File: src/rtl/uart_arb_pkg.sv
// Shared types and the round-robin pick helper for the uart_io arbiter.
package uart_arb_pkg;

    typedef enum logic {ARB_IDLE, ARB_WAIT} arb_state_t;

    localparam int MAX_NREQ = 8;

    // First set bit of pend searching upward from last+1, wrapping at nreq.
    function automatic logic [2:0] rr_pick(input logic [MAX_NREQ-1:0] pend,
                                           input logic [2:0]          last,
                                           input int                  nreq);
        logic [2:0] pick;
        logic       found;
        int         idx;
        pick  = last;
        found = 1'b0;
        for (int k = 1; k <= MAX_NREQ; k++) begin
            idx = (int'(last) + k) % nreq;
            if (k <= nreq && !found && pend[idx[2:0]]) begin
                pick  = idx[2:0];
                found = 1'b1;
            end
        end
        return pick;
    endfunction

endpackage

File: src/rtl/uart_arb_channel.sv
// One arbitration channel (read or write): pending capture, round-robin grant,
// single-cycle downstream enable and per-requester done pulse.
//
//   state    | meaning
//   ARB_IDLE | no transaction downstream; grant when pend != 0 and io_busy low
//   ARB_WAIT | transaction for 'grant' in flight; leave on io_done
module uart_arb_channel
    import uart_arb_pkg::*;
#(
    parameter int NREQ = 2,
    localparam int IW = $clog2(NREQ)
) (
    input  logic            clk,
    input  logic            rstn,
    input  logic [NREQ-1:0] xen,
    output logic [NREQ-1:0] xbusy,
    output logic [NREQ-1:0] xdone,
    output logic            io_en,
    input  logic            io_busy,
    input  logic            io_done,
    output logic [IW-1:0]   grant,
    output logic            start,
    output logic [IW-1:0]   pick,
    output logic            finish,
    output logic [NREQ-1:0] accept
);

    arb_state_t      state, state_n;
    logic [NREQ-1:0] pend, pend_n, pend_clr, xdone_n;
    logic [IW-1:0]   grant_n, last, last_n;
    logic            io_en_n;

    always_ff @(posedge clk) begin
        if (!rstn) begin
            state <= ARB_IDLE;
            pend  <= '0;
            grant <= '0;
            last  <= IW'(NREQ - 1);
            io_en <= 1'b0;
            xdone <= '0;
        end else begin
            state <= state_n;
            pend  <= pend_n;
            grant <= grant_n;
            last  <= last_n;
            io_en <= io_en_n;
            xdone <= xdone_n;
        end
    end

    always_comb begin
        state_n  = state;
        grant_n  = grant;
        last_n   = last;
        io_en_n  = 1'b0;
        xdone_n  = '0;
        pend_clr = '0;
        start    = 1'b0;
        finish   = 1'b0;
        pick     = IW'(rr_pick(MAX_NREQ'(pend), 3'(last), NREQ));
        case (state)
            ARB_IDLE: begin
                if (pend != '0 && !io_busy) begin
                    start   = 1'b1;
                    grant_n = pick;
                    io_en_n = 1'b1;
                    state_n = ARB_WAIT;
                end
            end
            ARB_WAIT: begin
                if (io_done) begin
                    finish          = 1'b1;
                    xdone_n[grant]  = 1'b1;
                    pend_clr[grant] = 1'b1;
                    last_n          = grant;
                    state_n         = ARB_IDLE;
                end
            end
            default: state_n = ARB_IDLE;
        endcase
        // A request landing on the cycle its pend bit clears re-queues it.
        accept = xen & (~pend | pend_clr);
        pend_n = (pend & ~pend_clr) | xen;
    end

    assign xbusy = pend;

endmodule

File: src/rtl/uart_arbiter.sv
// Shares one uart_io between NREQ requesters with independent round-robin
// read and write channels; holds per-requester write bytes and the read result.
module uart_arbiter
    import uart_arb_pkg::*;
#(
    parameter int NREQ = 2,
    localparam int IW = $clog2(NREQ)
) (
    input  logic              clk,
    input  logic              rstn,
    input  logic [NREQ-1:0]   req_ren,
    output logic [NREQ-1:0]   req_rbusy,
    output logic [NREQ-1:0]   req_rdone,
    output logic [7:0]        req_rdata,
    input  logic [NREQ-1:0]   req_wen,
    input  logic [8*NREQ-1:0] req_wdata,
    output logic [NREQ-1:0]   req_wbusy,
    output logic [NREQ-1:0]   req_wdone,
    output logic              io_ren,
    input  logic [7:0]        io_rdata,
    input  logic              io_rbusy,
    input  logic              io_rdone,
    output logic              io_wen,
    output logic [7:0]        io_wdata,
    input  logic              io_wbusy,
    input  logic              io_wdone,
    output logic [IW-1:0]     rgrant,
    output logic [IW-1:0]     wgrant
);

    logic            r_start, r_finish, w_start, w_finish;
    logic [IW-1:0]   r_pick, w_pick;
    logic [NREQ-1:0] r_accept, w_accept;
    logic [7:0]      wbuf [NREQ];
    logic            unused_sig;

    uart_arb_channel #(.NREQ(NREQ)) u_rd (
        .clk     (clk),
        .rstn    (rstn),
        .xen     (req_ren),
        .xbusy   (req_rbusy),
        .xdone   (req_rdone),
        .io_en   (io_ren),
        .io_busy (io_rbusy),
        .io_done (io_rdone),
        .grant   (rgrant),
        .start   (r_start),
        .pick    (r_pick),
        .finish  (r_finish),
        .accept  (r_accept)
    );

    uart_arb_channel #(.NREQ(NREQ)) u_wr (
        .clk     (clk),
        .rstn    (rstn),
        .xen     (req_wen),
        .xbusy   (req_wbusy),
        .xdone   (req_wdone),
        .io_en   (io_wen),
        .io_busy (io_wbusy),
        .io_done (io_wdone),
        .grant   (wgrant),
        .start   (w_start),
        .pick    (w_pick),
        .finish  (w_finish),
        .accept  (w_accept)
    );

    assign unused_sig = ^{r_start, r_pick, r_accept, w_finish};

    // io_wdata only moves on a new grant, so it stays put through the whole wait.
    always_ff @(posedge clk) begin
        if (!rstn) begin
            for (int i = 0; i < NREQ; i++) wbuf[i] <= 8'h00;
            io_wdata  <= 8'h00;
            req_rdata <= 8'h00;
        end else begin
            for (int i = 0; i < NREQ; i++) begin
                if (w_accept[i]) wbuf[i] <= req_wdata[8*i +: 8];
            end
            if (w_start)  io_wdata  <= wbuf[w_pick];
            if (r_finish) req_rdata <= io_rdata;
        end
    end

endmodule

File: config.mk
export PLATFORM = sky130hd
export DESIGN_NAME = uart_arbiter
export DESIGN_NICKNAME = d
export VERILOG_FILES = /design/src/rtl/uart_arb_pkg.sv /design/src/rtl/uart_arb_channel.sv /design/src/rtl/uart_arbiter.sv
export SDC_FILE = /design/constraint.sdc
export NUM_CORES = 1
export LEC_CHECK = 0
export ABC_AREA = 1
export CAP_MARGIN = 5
export CELL_PAD_IN_SITES_DETAIL_PLACEMENT = 1
export CELL_PAD_IN_SITES_GLOBAL_PLACEMENT = 1
export CORE_ASPECT_RATIO = 1.5
export CORE_MARGIN = 10
export CORE_UTILIZATION = 36
export DETAILED_ROUTE_END_ITERATION = 10
export PLACE_DENSITY_LB_ADDON = 0.25
export SYNTH_ARGS = -nofsm -noshare
export SYNTH_HDL_FRONTEND = slang
export SYNTH_SLANG_ARGS = --single-unit
File: constraint.sdc
create_clock -name clk -period 3.2 [get_ports clk]
set_input_delay 0.48 -clock clk [delete_from_list [all_inputs] [get_ports clk]]
set_output_delay 0.48 -clock clk [all_outputs]
set_load 0.02 [all_outputs]
==> run metrics <==
outcome completed; Ys Warns 0; drt total wl approximately 4.8 mm; total number of H-tree levels 2; # DRC 0; Routed Antenna Nets 0; leading area contributor after synthesis dfxtp_1; Row Count 32; Worst VDD drop 0.2064 mV; crit path time final roughly 1.9 ns; Critical Path Fanout Max 17; routed vias/inst 4.497; CORE AREA 5245 sq um; RSZ-0062 raised after global routing no; crit path DAT 1.84 ns; hpwl dp 3.746 mm; Post-CTS Resized 0; ys flop type dfxtp_1; Worst Setup End Kind register; IO Pins 62; clk slew on worst S/H paths 0.08 ns; power per standard cell area 485.0 nW/um^2; PortBufs between 60 and 70; synthesis-to-layout area growth 38.18%; commonest cells in the netlist inv_1, nand2_1, dfxtp_1, nor2_1, a21oi_1; CP required 3.16 ns; initial antenna violation count 0; Hold Vio Cnt, Final 0; met2 Usage GRT 19.80%; gr busiest metal met2; nets@finish 321; Post-CTS Setup Bufs 0; Hold-fix buffers, CTS 0; worst skew pair latency ~0.30 ns; post-synth cell types 23; EDFF count, synth 16; most frequent cell after synthesis inv_1; CTS tree built; post-synth top area share between 30% and 40%; # diodes 0; relative max-transition margin 55.23%; Post-Syn Area 1969 sq um; routed len/inst 13.35 microns; Slew Viols, Final 0; Remaining Overflow, GRT 0; vias 1601; fmax 530.8 MHz; ys async rst share 0%; Clock Skews roughly 0.014 ns; Critical Path Start Type input port; Mapped Nets 260; Crit Path Class in2reg; Die Height 110.6 microns; FILL cells between 600 and 700; Synth Register Bits 48; clk sinks between 40 and 50; most area-consuming cells after synthesis dfxtp_1, edfxtp_1, inv_1, nand2_1, a21oi_1; global routing usage on met3 1.945%; first-pass GRT wire length 7.955 mm; CTS Buffer Depth 2; share of cells above drive strength 1 under 10%; setup violators final 0; Slew @ Worst Pin 0.6708 ns; ratio of final minimum period to clock period 58.88%; Die Wd ~80 microns; routability congestion estimate 0.7061; effective utilization at floorplan 37.55%; pin count of the biggest net entering global routing 23; GRT Total Usage 11.07%; DIE AREA between 8000 and 9000 sq um; Root Driver clkbuf_8; Syn Area/Cell 8.714 sq um; vias in the first global route 1722; 1st-iter DRT viols 30; cells after synthesis between 200 and 250; GRT met1 Usage a little under an eighth; Seq/Total Area, Yosys 56.93%; total CTS buffers 5; worst hold path type reg2reg; leakage power 1.137 nW; Power Total 1.320 mW; drt pass-1 iters 4; MaxCap Viol Count 0; Fin Setup TNS 0 ns
[final timing paths]
path	depth (start not counted)	endpoint	start	slack, ns
worst max register to register	5	io_wdata[3]$_SDFFE_PN0P_	u_wr.xbusy[0]$_SDFF_PN0_	1.58
worst min-delay path	2	u_rd.last$_SDFFE_PN1P_	u_rd.last$_SDFFE_PN1P_	0.49
worst min register to register	2	u_rd.last$_SDFFE_PN1P_	u_rd.last$_SDFFE_PN1P_	0.49
worst max-delay path	5	wbuf[1][2]$_SDFFCE_PN0P_	io_wdone	1.32
[flip-flops by register name, indices dropped and copies added, names as in the netlist]
register / cells
u_rd.last: 1
u_rd.state: 1
u_rd.io_en: 1
u_rd.xbusy: 2
u_wr.last: 1
io_wdata: 8
req_rdata: 8
u_wr.state: 1
u_rd.grant: 1
u_rd.xdone: 2
u_wr.xdone: 2
wbuf: 16
u_wr.xbusy: 2
u_wr.grant: 1
u_wr.io_en: 1
[per-stage QoR]
step           util, %  cell area [sq um]  std cells  setup slack, ns  hold slack [ns]
6_report         51.88               2721        356            1.316           0.4855
5_1_grt          51.88               2721        356            1.143           0.5070
4_1_cts          51.88               2721        356            1.285           0.4897
3_5_place_dp     49.98               2621        348           0.9948           0.4674
3_3_place_gp     49.98               2621        348            1.014           0.4638
2_1_floorplan        -               1969        226            1.702           0.4433
[area by class of cell]
| cell class | instances | area [sq um] | area share, % |
|---|---|---|---|
| clock buffer | 8 | 100.1 | 3.678 |
| multi-input combinational | 127 | 635.6 | 23.36 |
| inverter | 43 | 161.4 | 5.931 |
| sequential | 48 | 1121 | 41.20 |
| tap | 68 | 85.08 | 3.126 |
| timing repair buffer | 62 | 618.1 | 22.71 |
[placed cells by master, fill, tap and decap left out, drive strengths merged]
| cell | count |
|---|---|
| nor2 | 26 |
| dfxtp | 32 |
| nor3 | 1 |
| and2 | 1 |
| edfxtp | 16 |
| clkdlybuf4s50 | 61 |
| clkinv | 2 |
| o21ai | 13 |
| buf | 1 |
| a21oi | 31 |
| o211ai | 1 |
| inv | 41 |
| clkbuf | 8 |
| nand3 | 14 |
| nand2 | 40 |
[critical path: stages]
cell	delay (ns)
clkdlybuf4s50_1	0.54
nand3_2	0.13
nand2_2	0.11
nand3_4	0.22
nand2_1	0.37
[kinds of logic after synthesis]
family | share of synthesized area, %
AOI/OAI and AO/OA | 13.66
buffers and inverters | 10.80
DFF | 56.92
and+or+nand+nor | 18.61
[per-layer routing]
| layer | vias up | share of wire [%] |
|---|---|---|
| met3 | 5 | 4.2 |
| met1 | 735 | 40 |
| li1 | 829 | - |
| met4 | 0 | 2.1 |
| met5 | - | 0 |
| met2 | 32 | 53 |
[power by group]
| group | internal, mW | switching [mW] |
|---|---|---|
| Sequential | 0.677 | 0.0240 |
| Clock | 0.197 | 0.187 |
| Combinational | 0.111 | 0.124 |
Note: power is estimated with default switching activity, not from simulation.
